<file path="config.mk">
export PLATFORM = sky130hd
export DESIGN_NAME = soc_flat
export DESIGN_NICKNAME = d
export VERILOG_FILES = /design/src/rtl/soc_if.sv /design/src/rtl/soc.sv /design/src/flat_wrapper.sv
export SDC_FILE = /design/constraint.sdc
export NUM_CORES = 1
export LEC_CHECK = 0
export CAP_MARGIN = 15
export CORE_ASPECT_RATIO = 0.9
export CORE_MARGIN = 5
export CORE_UTILIZATION = 50
export CTS_BUF_LIST = sky130_fd_sc_hd__clkbuf_2 sky130_fd_sc_hd__clkbuf_4 sky130_fd_sc_hd__clkbuf_8
export DETAILED_ROUTE_END_ITERATION = 16
export PLACE_DENSITY = 0.69
export SETUP_SLACK_MARGIN = 0.3
export SYNTH_ARGS = -nofsm -noshare
export SYNTH_HDL_FRONTEND = slang
export SYNTH_SLANG_ARGS = --single-unit
</file>
<file path="constraint.sdc">
create_clock -name clk -period 4.5 [get_ports clk]
set_input_delay 1.125 -clock clk [delete_from_list [all_inputs] [get_ports clk]]
set_output_delay 1.125 -clock clk [all_outputs]
set_load 0.005 [all_outputs]
</file>
<file path="src/rtl/soc_if.sv">
// Board-side signal bundle of the serial-console SoC.
// The board (master) drives the button and the serial input; the SoC (slave) drives LEDs, display and serial output.
interface soc_if #(
   parameter int DATA_W = 32
);
   logic              continue_req;
   logic              rx;
   logic              pwr;
   logic              halted;
   logic              tx;
   logic [DATA_W-1:0] debug;

   modport master (
      output continue_req, rx,
      input  pwr, halted, debug, tx
   );

   modport slave (
      input  continue_req, rx,
      output pwr, halted, debug, tx
   );
endinterface

</file>
<file path="src/rtl/soc.sv">
// Serial-console SoC: UART digits accumulate into a decimal register.
// A CR/LF halts the machine; accepted bytes are echoed back on the UART transmitter.
module soc #(
   parameter int CLKS_PER_BIT = 11,
   parameter int DATA_W       = 32
) (
   input logic   clk,
   input logic   rst,
   soc_if.slave  bus
);
   localparam int CW   = $clog2(CLKS_PER_BIT + 1);
   localparam int HALF = CLKS_PER_BIT / 2;
   localparam logic [CW-1:0] BIT_END  = CW'(CLKS_PER_BIT - 1);
   localparam logic [CW-1:0] HALF_END = CW'(HALF - 1);

   typedef enum logic [1:0] {RX_IDLE, RX_START, RX_DATA, RX_STOP} rx_state_t;
   typedef enum logic [1:0] {TX_IDLE, TX_START, TX_DATA, TX_STOP} tx_state_t;
   typedef enum logic {CT_RUN, CT_HALTED} ct_state_t;

   logic rx_meta_reg, rx_sync_reg;
   logic cont_meta_reg, cont_sync_reg, cont_prev_reg;
   logic pwr_reg;
   logic cont_rise;

   rx_state_t   rx_state_reg, rx_state_next;
   logic [CW-1:0] rx_cnt_reg, rx_cnt_next;
   logic [2:0]  rx_idx_reg, rx_idx_next;
   logic [7:0]  rx_shift_reg, rx_shift_next;
   logic        rx_valid_reg, rx_valid_next;

   ct_state_t   ct_state_reg, ct_state_next;
   logic [DATA_W-1:0] acc_reg, acc_next;
   logic        echo_req_reg, echo_req_next;
   logic [7:0]  echo_byte_reg, echo_byte_next;

   logic        buf_full_reg, buf_full_next;
   logic [7:0]  buf_data_reg, buf_data_next;
   logic        tx_load;
   logic [7:0]  tx_load_byte;

   tx_state_t   tx_state_reg, tx_state_next;
   logic [CW-1:0] tx_cnt_reg, tx_cnt_next;
   logic [2:0]  tx_idx_reg, tx_idx_next;
   logic [7:0]  tx_shift_reg, tx_shift_next;
   logic        tx_busy;
   logic        tx_bit;

   assign cont_rise = cont_sync_reg & ~cont_prev_reg;
   assign tx_busy   = (tx_state_reg != TX_IDLE);

   // Receiver: centre-samples each bit, starting half a bit into the start bit.
   always_comb begin
      rx_state_next = rx_state_reg;
      rx_cnt_next   = rx_cnt_reg + CW'(1);
      rx_idx_next   = rx_idx_reg;
      rx_shift_next = rx_shift_reg;
      rx_valid_next = 1'b0;
      case (rx_state_reg)
         RX_IDLE: begin
            rx_cnt_next = '0;
            if (!rx_sync_reg) rx_state_next = RX_START;
         end
         RX_START: begin
            if (rx_cnt_reg == HALF_END) begin
               rx_cnt_next   = '0;
               rx_idx_next   = '0;
               rx_state_next = rx_sync_reg ? RX_IDLE : RX_DATA;
            end
         end
         RX_DATA: begin
            if (rx_cnt_reg == BIT_END) begin
               rx_cnt_next   = '0;
               rx_shift_next = {rx_sync_reg, rx_shift_reg[7:1]};
               rx_idx_next   = rx_idx_reg + 3'd1;
               if (rx_idx_reg == 3'd7) rx_state_next = RX_STOP;
            end
         end
         default: begin
            if (rx_cnt_reg == BIT_END) begin
               rx_cnt_next   = '0;
               rx_valid_next = rx_sync_reg;
               rx_state_next = RX_IDLE;
            end
         end
      endcase
   end

   // Control: digits accumulate in RUN; CR/LF halts; a button edge restarts from zero.
   always_comb begin
      ct_state_next  = ct_state_reg;
      acc_next       = acc_reg;
      echo_req_next  = 1'b0;
      echo_byte_next = echo_byte_reg;
      case (ct_state_reg)
         CT_RUN: begin
            if (rx_valid_reg) begin
               echo_req_next  = 1'b1;
               echo_byte_next = rx_shift_reg;
               if (rx_shift_reg >= 8'h30 && rx_shift_reg <= 8'h39)
                  acc_next = acc_reg * DATA_W'(10) + DATA_W'(rx_shift_reg[3:0]);
               else if (rx_shift_reg == 8'h0A || rx_shift_reg == 8'h0D)
                  ct_state_next = CT_HALTED;
            end
         end
         default: begin
            if (cont_rise) begin
               acc_next      = '0;
               ct_state_next = CT_RUN;
            end
         end
      endcase
   end

   // Echo holding buffer: a buffered byte always goes out before a newer one.
   always_comb begin
      buf_full_next = buf_full_reg;
      buf_data_next = buf_data_reg;
      tx_load       = 1'b0;
      tx_load_byte  = buf_data_reg;
      if (!tx_busy) begin
         if (buf_full_reg) begin
            tx_load       = 1'b1;
            buf_full_next = echo_req_reg;
            if (echo_req_reg) buf_data_next = echo_byte_reg;
         end else if (echo_req_reg) begin
            tx_load      = 1'b1;
            tx_load_byte = echo_byte_reg;
         end
      end else if (echo_req_reg && !buf_full_reg) begin
         buf_full_next = 1'b1;
         buf_data_next = echo_byte_reg;
      end
   end

   always_comb begin
      tx_state_next = tx_state_reg;
      tx_cnt_next   = tx_cnt_reg + CW'(1);
      tx_idx_next   = tx_idx_reg;
      tx_shift_next = tx_shift_reg;
      case (tx_state_reg)
         TX_IDLE: begin
            tx_cnt_next = '0;
            if (tx_load) begin
               tx_shift_next = tx_load_byte;
               tx_state_next = TX_START;
            end
         end
         TX_START: begin
            if (tx_cnt_reg == BIT_END) begin
               tx_cnt_next   = '0;
               tx_idx_next   = '0;
               tx_state_next = TX_DATA;
            end
         end
         TX_DATA: begin
            if (tx_cnt_reg == BIT_END) begin
               tx_cnt_next   = '0;
               tx_shift_next = {1'b0, tx_shift_reg[7:1]};
               tx_idx_next   = tx_idx_reg + 3'd1;
               if (tx_idx_reg == 3'd7) tx_state_next = TX_STOP;
            end
         end
         default: begin
            if (tx_cnt_reg == BIT_END) tx_state_next = TX_IDLE;
         end
      endcase
   end

   always_comb begin
      case (tx_state_reg)
         TX_START: tx_bit = 1'b0;
         TX_DATA:  tx_bit = tx_shift_reg[0];
         default:  tx_bit = 1'b1;
      endcase
   end

   always_ff @(posedge clk) begin
      if (rst) begin
         rx_meta_reg   <= 1'b1;
         rx_sync_reg   <= 1'b1;
         cont_meta_reg <= 1'b0;
         cont_sync_reg <= 1'b0;
         cont_prev_reg <= 1'b0;
         pwr_reg       <= 1'b0;
         rx_state_reg  <= RX_IDLE;
         rx_cnt_reg    <= '0;
         rx_idx_reg    <= '0;
         rx_shift_reg  <= '0;
         rx_valid_reg  <= 1'b0;
         ct_state_reg  <= CT_RUN;
         acc_reg       <= '0;
         echo_req_reg  <= 1'b0;
         echo_byte_reg <= '0;
         buf_full_reg  <= 1'b0;
         buf_data_reg  <= '0;
         tx_state_reg  <= TX_IDLE;
         tx_cnt_reg    <= '0;
         tx_idx_reg    <= '0;
         tx_shift_reg  <= '0;
      end else begin
         rx_meta_reg   <= bus.rx;
         rx_sync_reg   <= rx_meta_reg;
         cont_meta_reg <= bus.continue_req;
         cont_sync_reg <= cont_meta_reg;
         cont_prev_reg <= cont_sync_reg;
         pwr_reg       <= 1'b1;
         rx_state_reg  <= rx_state_next;
         rx_cnt_reg    <= rx_cnt_next;
         rx_idx_reg    <= rx_idx_next;
         rx_shift_reg  <= rx_shift_next;
         rx_valid_reg  <= rx_valid_next;
         ct_state_reg  <= ct_state_next;
         acc_reg       <= acc_next;
         echo_req_reg  <= echo_req_next;
         echo_byte_reg <= echo_byte_next;
         buf_full_reg  <= buf_full_next;
         buf_data_reg  <= buf_data_next;
         tx_state_reg  <= tx_state_next;
         tx_cnt_reg    <= tx_cnt_next;
         tx_idx_reg    <= tx_idx_next;
         tx_shift_reg  <= tx_shift_next;
      end
   end

   assign bus.pwr    = pwr_reg;
   assign bus.halted = (ct_state_reg == CT_HALTED);
   assign bus.debug  = acc_reg;
   assign bus.tx     = tx_bit;
endmodule

</file>
<file path="src/flat_wrapper.sv">
// flat-port wrapper written by rule: the top's interface ports become plain ports
module soc_flat 
#(
   parameter int CLKS_PER_BIT = 11,
   parameter int DATA_W       = 32
)
  (clk, rst, bus_continue_req, bus_rx, bus_pwr, bus_halted, bus_debug, bus_tx);
  soc_if #(.DATA_W(DATA_W)) bus_i ();
  input logic clk;
  input logic rst;
  input wire logic [$bits(bus_i.continue_req)-1:0] bus_continue_req;
  input wire logic [$bits(bus_i.rx)-1:0] bus_rx;
  output wire logic [$bits(bus_i.pwr)-1:0] bus_pwr;
  output wire logic [$bits(bus_i.halted)-1:0] bus_halted;
  output wire logic [$bits(bus_i.debug)-1:0] bus_debug;
  output wire logic [$bits(bus_i.tx)-1:0] bus_tx;
  assign bus_i.continue_req = bus_continue_req;
  assign bus_i.rx = bus_rx;
  assign bus_pwr = bus_i.pwr;
  assign bus_halted = bus_i.halted;
  assign bus_debug = bus_i.debug;
  assign bus_tx = bus_i.tx;
  soc #(.CLKS_PER_BIT(CLKS_PER_BIT), .DATA_W(DATA_W)) u_core (.clk(clk), .rst(rst), .bus(bus_i));
endmodule
</file>
==> Word level (Yosys, flattened, before mapping) <==
Cells that the tools add are included.
{ "classes": {"mul": 1, "reduce_logical": 27, "n_bitwise": 4, "add_sub_neg": 5, "magnitude_cmp": 2, "n_mux": 51, "eq_ne": 21} }
{ "ops": {"columns": ["operator", "n"], "rows": [
  ["$mux W32", 4],
  ["$mux W8", 8],
  ["$add A32 B4 Y32", 1],
  ["$mul A32 B3 Y31 const B", 1],
  ["$mux W2", 11],
  ["$eq A8 B4 Y1 const B", 2],
  ["$ne A2 B1 Y1 const B", 8],
  ["$pmux W4 S2", 2],
  ["$pmux W8 S2", 1],
  ["$reduce_bool A2 Y1", 8],
  ["$mux W1", 13],
  ["$mux W3", 4],
  ["$mux W4", 3],
  ["$pmux W2 S3", 2],
  ["$pmux W3 S2", 2],
  ["$reduce_and A3 Y1", 4],
  ["$reduce_and A5 Y1", 2],
  ["$add A4 B1 Y4 const B", 2],
  ["$eq A4 B4 Y1 const B", 2],
  ["$ge A8 B6 Y1 const B", 1],
  ["$le A8 B6 Y1 const B", 1],
  ["$add A3 B1 Y3 const B", 2],
  ["$eq A3 B3 Y1 const B", 2],
  ["$reduce_and A2 Y1", 3],
  ["14 further kinds", 22]
]} }
{ "word_totals": {"ff_bits": 92} }

==> Depth between registers and ports, before layout <==
Gate-level depths: netlist of the first run.
{ "depth": {"word_depth": 6, "depth_mapped": 13, "depth_no_buf": 13} }

==> Least setup slack after synthesis of the first run <==
No wires, ideal clock.
{ "synth_path": {"path_type": "register -> register", "from": "reg u_core.acc_reg[1], in the netlist u_core.bus.debug[1]", "to": "reg u_core.acc_reg[30], in the netlist u_core.bus.debug[30]", "t_required_ns": 4.383, "stages_incl_launch_ff": 14, "arrival_ns": 3.465, "n_path_buf": 0, "period_less_slack_ns": 3.582, "slack_ns": 0.918, "path_cell_list": "dfxtp_1 > ha_1 > ha_1 > fa_1 > a21o_1 > a2111oi_0 > o311ai_1 > a21oi_1 > nand4_1 > nor4_4 > nand4_2 > nor4_2 > xnor2_1 > a22o_1"} }
{ "synth_via": {"elab_chain_len": 5} }
{ "synth_rtl": {"columns": ["item", "line", "source"], "rows": [
  ["start, declared", "soc.sv:32", "logic [DATA_W-1:0] acc_reg, acc_next;"],
  ["start signal, assigned", "soc.sv:213", "acc_reg <= acc_next;"],
  ["$mul A32 B3 Y31", "soc.sv:100", "acc_next = acc_reg * DATA_W'(10) + DATA_W'(rx_shift_reg[3:0]);"],
  ["$add A32 B4 Y32", "soc.sv:100", null],
  ["$mux W32", "soc.sv:99", "if (rx_shift_reg >= 8'h30 && rx_shift_reg <= 8'h39)"],
  ["$mux W32", "soc.sv:96", "if (rx_valid_reg) begin"],
  ["$mux W32", "soc.sv:94", "case (ct_state_reg)"]
]} }
Every way passes these cells. The select of a mux whose other input is x is not followed.
A chain may end at the register's enable or synchronous reset.

==> Final worst setup path of the first run <==
Ends and elaborated chain as after synthesis.

==> impl_metrics.py, run 1 <==
metrics = {
    "timing": {
        "unrepaired_setup_endpoints_after_global_routing": "false",
        "achievable_freq_mhz": 251,
        "fin_worst_skew_ps": 5.85,
        "min_period_ps": 3980,
        "worst_pin_slew_ps": 1010,
        "timing.final.crit_share": 0.884,
        "worst_slew_margin_relative_to_its_limit": 0.327,
        "hold_viol_final": 0,
        "finalSetupTns_ps": 0,
        "setup_violations": 0,
        "slew_violations": 0,
    },
    "clocking": {
        "ctsLongestPathBuffers": 2,
        "cts.htree.levels": 3,
        "cts_inserted_buffers": 9,
        "cts.reportedPaths.clkPinSlew_ps": 90,
        "cts_sink_count": 92,
        "cts_root_buffer": "clkbuf_8",
        "clock_insertion_delay_worst_skew_ps": 360,
        "cts_tree": "yes",
        "cts-hold-fix-buffers": 0,
    },
    "synthesis": {
        "synthesis.area_per_instance_sq_um": 8.45,
        "synth_seq_cells": 92,
        "synth-adder-area-share": 0.155,
        "synthXorXnorAreaFrac": 0.0753,
        "yosys.area.top_type": "dfxtp_1",
        "mapped_nets": 839,
        "synth.area.mux_share": 0.0489,
        "synth-simple-area-share": 0.204,
        "synth_top_family_by_area": "simple AND/OR/NAND/NOR gates",
        "synth_enable_flop_cells": 0,
        "ys_types": 67,
        "synthesis.instances": 757,
        "synth_top_area_share": 0.288,
        "yosysSeqAreaShare": 0.288,
        "yosys_warnings": 0,
        "synth_compound_area_frac": 0.194,
        "mappedNetlistArea_sq_um": 6390,
        "synth.area.top_cells": "dfxtp_1 (29%), ha_1 (15%), nor2_1 (5.0%)",
        "ys_async_sr_fraction": 0,
        "postSynth.topFlopCell": "dfxtp_1",
    },
    "placed_design": {
        "gp_routability_congestion": 0.901,
        "hpwlAfterDp_um": 11100,
        "placement.cell_area_sq_um": 6870,
        "io_buffer_count": 38,
    },
    "setup_path": {
        "start_kind": "flop",
        "count_of_cell_instances_traversed_by_the_critical_path": 13,
        "depth_of_the_worst_register_to_register_path": 13,
        "cp.buffers_inverters": 0,
        "timing.critical_path.mode_cell": "ha_1",
        "timing.critical_path.to_type": "flop",
        "critPathSlowestCell": "fa_1",
        "critical_path.max_stage_delay_ps": 470,
        "critical_path.cell_chain": "ha_1 -> ha_1 -> fa_1 -> a21o_1 -> a2111oi_2 -> o311ai_1 -> a21oi_2 -> nand4_1 -> nor4_4 -> nand4_2 -> nor4_2 -> xnor2_1 -> a22o_1",
        "cp_top_family": "compound AO/OA/AOI/OAI gates",
        "arrival_ps": 4240,
        "critPathKind": "reg2reg",
        "cp_data_required_time_ps": 4760,
        "critical_path_peak_fanout": 5,
    },
    "finish": {
        "largest_register_ffs": 32,
        "area_growth_pct": 10.7,
        "post_route_cells_drive_above_1_share": 0.0589,
        "final_instance_area_sq_um": 7080,
        "final_net_count": 860,
        "antenna_fix_cells": 0,
    },
    "route": {
        "vias": 5471,
        "route.detailed.wl_per_inst_um": 15.5,
        "ant_nets": 0,
        "first_iter_violations": 308,
        "detail_route.drc_violations": 0,
        "via_per_inst": 5.79,
        "drt-total-wl_um": 14700,
        "detailedRoute.firstPassIterationCount": 5,
    },
    "floorplan": {
        "core_sq_um": 12600,
        "rows": 39,
        "ios": 39,
        "design.die.area_sq_um": 15200,
        "floorplan.die.height_um": 117,
        "initial_core_util": 0.506,
        "die_width_um": 129,
    },
    "worst_hold_path": {
        "min_path_cells": 1,
        "worstHoldPathType": "reg2reg",
    },
    "grt": {
        "antenna_found_initial": 0,
        "grt_overflow": 0,
        "globalRouteTotalUtil": 0.203,
        "grt_start_max_net_pins": 47,
        "grt_pass1_wl_um": 25300,
        "first_global_vias": 5279,
    },
    "run_status": {
        "status": "completed",
    },
    "pwr": {
        "leakagePower_nw": 2.95,
        "vdd_ir_drop_max_mv": 0.157,
        "power_per_cell_area_nw_per_um2": 213,
        "power_mw": 1.51,
    },
    "run": {
        "maxCapViolCount": 0,
    },
}
[power breakdown]
| group | internal, mW | leakage (nW) | switching [mW] | total, mW |
|---|---|---|---|---|
| logic | 0.0647 | 2.13 | 0.0941 | 0.159 |
| clock network | 0.218 | 0.0813 | 0.290 | 0.508 |
| registers | 0.827 | 0.743 | 0.0144 | 0.842 |
| total | 1.11 | 2.95 | 0.399 | 1.51 |
[per-stage QoR]
stage,util,instances,setup WS [ps],hold WS [ps]
floorplan,-,757,918,389
global placement,0.544,929,614,393
detailed placement,0.544,929,427,394
CTS,0.557,943,384,416
global route,0.560,945,313,439
finish,0.560,945,522,413
[worst reg2reg max path: stages, from the launching register on]
cell and delay (ps):
dfxtp_2 360, ha_1 300, ha_1 240, fa_1 470
a21o_1 260, a2111oi_2 390, o311ai_1 210, a21oi_2 240
nand4_1 260, nor4_4 410, nand4_2 210, nor4_2 220
xnor2_1 90, a22o_1 220
[synthesized netlist by cell type (7+ instances only)]
| cell | count |
|---|---|
| dfxtp_1 | 92 |
| nor2_1 | 86 |
| nand2_1 | 81 |
| ha_1 | 76 |
| a21oi_1 | 55 |
| xnor2_1 | 35 |
| mux2i_1 | 29 |
| o21ai_0 | 28 |
| clkbuf_1 | 27 |
| a22oi_1 | 21 |
| xor2_1 | 20 |
| inv_1 | 19 |
| nor3_1 | 17 |
| nand3_1 | 13 |
| a22o_1 | 12 |
| a21o_1 | 11 |
| nand4_1 | 9 |
| nor2b_1 | 9 |
| nand2b_1 | 7 |
[layout by cell type (no fill, tap or decap), types with 3 or more instances in the layout]
cell and instances:
dfxtp_1 91, nor2_1 86, nand2_1 81, ha_1 76, a21oi_1 54, clkdlybuf4s50_1 37, xnor2_1 35, mux2i_1 29
o21ai_0 28, a22oi_1 21, xor2_1 20, inv_1 19, nor3_1 16, nand3_1 13, a22o_1 12, a21o_1 11
clkbuf_8 10, nor2b_1 9, nand4_1 9, nand2b_1 7, a211oi_1 6, buf_4 6, and3_1 5, and2_1 5
nand3b_1 5, a31oi_1 4, a21oi_2 4, o21ai_1 4, nor4_1 4, o211ai_1 4, nand4b_1 4, nor4_2 3
o21a_1 3, a21boi_0 3, a2111oi_0 3, o31ai_1 3
[final cells by class]
cell class | count | area, sq um
fillers | 1159 | 5560
flip-flops and latches | 92 | 1840
repair buffers | 44 | 420
well taps | 164 | 205
clock buffers | 11 | 145
clock inverters | 3 | 23.8
inverters | 19 | 71.3
multi-input cells | 612 | 4370
[per-layer routing]
layer  vias to the layer above  share of wire  global-route usage
li1                       2766              -                   -
met4                         0          0.024              0.0742
met1                      2565           0.51               0.289
met3                        29          0.032              0.0259
met2                       111           0.43               0.315
met5                         -              0                   0
[logic make-up after synthesis]
logic type      count (synthesis)
mux                            31
flops                          92
xor+xnor                       55
simple gates                  265
fa+ha+maj                      78
buf+inv                        53
compound gates                183
[repair_timing]
action | in CTS | in global routing
endpoints found under the setup margin | 0 | 8
setup buffers | 0 | 2
resized for setup | 0 | 5
[final timing paths]
| check | startpoint | to | slack, ps |
|---|---|---|---|
| setup / recovery | u_core.bus.debug[1] | u_core.bus.debug[30] | 520 |
| hold / removal | u_core.rx_meta_reg | u_core.rx_sync_reg | 410 |
| setup reg to reg | u_core.bus.debug[1] | u_core.bus.debug[30] | 520 |
| hold reg to reg | u_core.rx_meta_reg | u_core.rx_sync_reg | 410 |
Note: power is estimated with default switching activity, not from simulation.
==> run 2, diff against run 1 <==
--- a/config.mk
+++ b/config.mk
@@ -10,6 +10,6 @@
 export CORE_MARGIN = 5
-export CORE_UTILIZATION = 50
+export CORE_UTILIZATION = 45
 export CTS_BUF_LIST = sky130_fd_sc_hd__clkbuf_2 sky130_fd_sc_hd__clkbuf_4 sky130_fd_sc_hd__clkbuf_8
 export DETAILED_ROUTE_END_ITERATION = 16
-export PLACE_DENSITY = 0.69
+export PLACE_DENSITY = 0.63
 export SETUP_SLACK_MARGIN = 0.3
--- a/constraint.sdc
+++ b/constraint.sdc
@@ -3,2 +3,2 @@
 set_output_delay 1.125 -clock clk [all_outputs]
-set_load 0.005 [all_outputs]
+set_load 0.1 [all_outputs]
==> impl_metrics.py, run 2 (synthesis gave the netlist of run 1 again) <==
metrics = {
    "finish": {
        "post_route_cells_drive_above_1_share": 0.0663,
        "largest_register_ffs": 32,
        "final_instance_area_sq_um": 7160,
        "multiInputGateArea_sq_um": 4370,
        "sequential_cell_area_sq_um": 1840,
        "area_growth_pct": 12.0,
        "most-common-layout-cells": "dfxtp_1 (90), nor2_1 (86), nand2_1 (81), ha_1 (76), a21oi_1 (54)",
        "antenna_fix_cells": 0,
        "final_net_count": 862,
        "fillers": 1321,
        "final_common_cell": "dfxtp_1",
    },
    "floorplan": {
        "ios": 39,
        "rows": 41,
        "initial_core_util": 0.457,
        "floorplan.die.height_um": 123,
        "core_sq_um": 14000,
        "design.die.area_sq_um": 16700,
        "die_width_um": 136,
    },
    "clocking": {
        "cts_tree": "yes",
        "cts.htree.levels": 3,
        "cts_inserted_buffers": 9,
        "ctsLongestPathBuffers": 2,
        "cts_sink_count": 92,
        "clock_insertion_delay_worst_skew_ps": 370,
        "cts_root_buffer": "clkbuf_8",
        "cts.reportedPaths.clkPinSlew_ps": 90,
    },
    "route": {
        "detail_route.drc_violations": 0,
        "detailedRoute.firstPassIterationCount": 4,
        "ant_nets": 0,
        "first_iter_violations": 313,
        "drt-total-wl_um": 14500,
        "via_per_inst": 5.52,
        "route.detailed.wl_per_inst_um": 14.9,
        "vias": 5396,
    },
    "timing": {
        "slew_violations": 0,
        "finalWorstSetupSlack_ps": 574,
        "worst_slew_margin_relative_to_its_limit": 0.335,
        "min_period_ps": 3930,
        "finalSetupTns_ps": 0,
        "hold_viol_final": 0,
        "setup_violations": 0,
        "achievable_freq_mhz": 255,
        "timing.final.crit_share": 0.873,
        "worst_pin_slew_ps": 994,
        "unrepaired_setup_endpoints_after_global_routing": "false",
        "fin_worst_skew_ps": 8.67,
    },
    "placed_design": {
        "gp_routability_congestion": 0.907,
        "hpwlAfterDp_um": 10900,
        "detailedPlace.worstSlack_ps": 566,
        "placement.cell_area_sq_um": 6910,
        "io_buffer_count": 38,
    },
    "grt": {
        "grt_overflow": 0,
        "globalRouteTotalUtil": 0.181,
        "grt_start_max_net_pins": 51,
        "first_global_vias": 5255,
        "grt_pass1_wl_um": 25000,
        "antenna_found_initial": 0,
    },
    "setup_path": {
        "critical_path.cell_chain": "ha_1 -> ha_1 -> fa_1 -> a21o_1 -> a2111oi_2 -> o311ai_1 -> a21oi_2 -> nand4_1 -> nor4_4 -> nand4_2 -> nor4_2 -> xnor2_1 -> a22o_1",
        "critical_path_peak_fanout": 5,
        "arrival_ps": 4190,
        "critical_path.max_stage_delay_ps": 470,
        "timing.critical_path.mode_cell": "ha_1",
        "timing.critical_path.to_type": "flop",
        "critPathSlowestCell": "fa_1",
        "critPathKind": "reg2reg",
        "cp.buffers_inverters": 0,
        "cp_top_family": "compound AO/OA/AOI/OAI gates",
        "cp_data_required_time_ps": 4770,
        "start_kind": "flop",
    },
    "pwr": {
        "vdd_ir_drop_max_mv": 0.140,
        "leakagePower_nw": 2.98,
        "power_per_cell_area_nw_per_um2": 223,
    },
    "run_status": {
        "status": "completed",
    },
    "run": {
        "maxCapViolCount": 0,
    },
    "worst_hold_path": {
        "worstHoldPathType": "reg2reg",
    },
}
## run 2: cell count changes in the layout (fill, tap and decap cells not counted), sizes merged
cell,previous run,this run
buf,7,10
bufinv,0,1
clkbuf,11,10
clkdlybuf4s50,37,36
clkinv,0,2
clkinvlp,2,1
## run 2: final timing paths
kind	start	to	slack (ps)	depth (start not counted)
hold reg to reg	u_core.rx_meta_reg	u_core.rx_sync_reg	420	1
setup / recovery	u_core.bus.debug[1]	u_core.bus.debug[30]	570	13
setup reg to reg	u_core.bus.debug[1]	u_core.bus.debug[30]	570	13
hold / removal	u_core.rx_meta_reg	u_core.rx_sync_reg	420	1
## run 2: layout make-up
cell class | instances | share of cell area
tap | 193 | 0.0337
inverter | 19 | 0.00996
multi-input combinational | 612 | 0.611
clock inverter | 5 | 0.00839
sequential | 92 | 0.258
clock buffer | 10 | 0.0192
timing repair buffer | 46 | 0.0604
## run 2: layer usage
layer / GRT usage / vias to the layer above / wire [um]
met4: 0.0592 / 0 / 237
met2: 0.289 / 91 / 6380
met5: 0 / - / 0
li1: - / 2770 / -
met3: 0.0199 / 14 / 463
met1: 0.257 / 2521 / 7450
## run 2: power by group
part	internal (mW)	switching (mW)	total (mW)
Clock	0.271	0.299	0.570
Combinational	0.0636	0.119	0.182
Sequential	0.827	0.0148	0.842
## run 2: what timing repair did
item,4_1_cts,5_1_grt
resized for setup,0,5
setup endpoints to repair,0,7
hold buffers,0,0
buffers inserted,0,4
## run 2: through the flow
stage,utilization,power [mW],cells,hold WS (ps)
finish,0.511,1.59,977,416
global route,0.511,1.67,977,443
CTS,0.507,1.62,973,418
detailed placement,0.493,1.04,958,395
global placement,0.493,1.04,958,394
floorplan,-,1.01,757,389
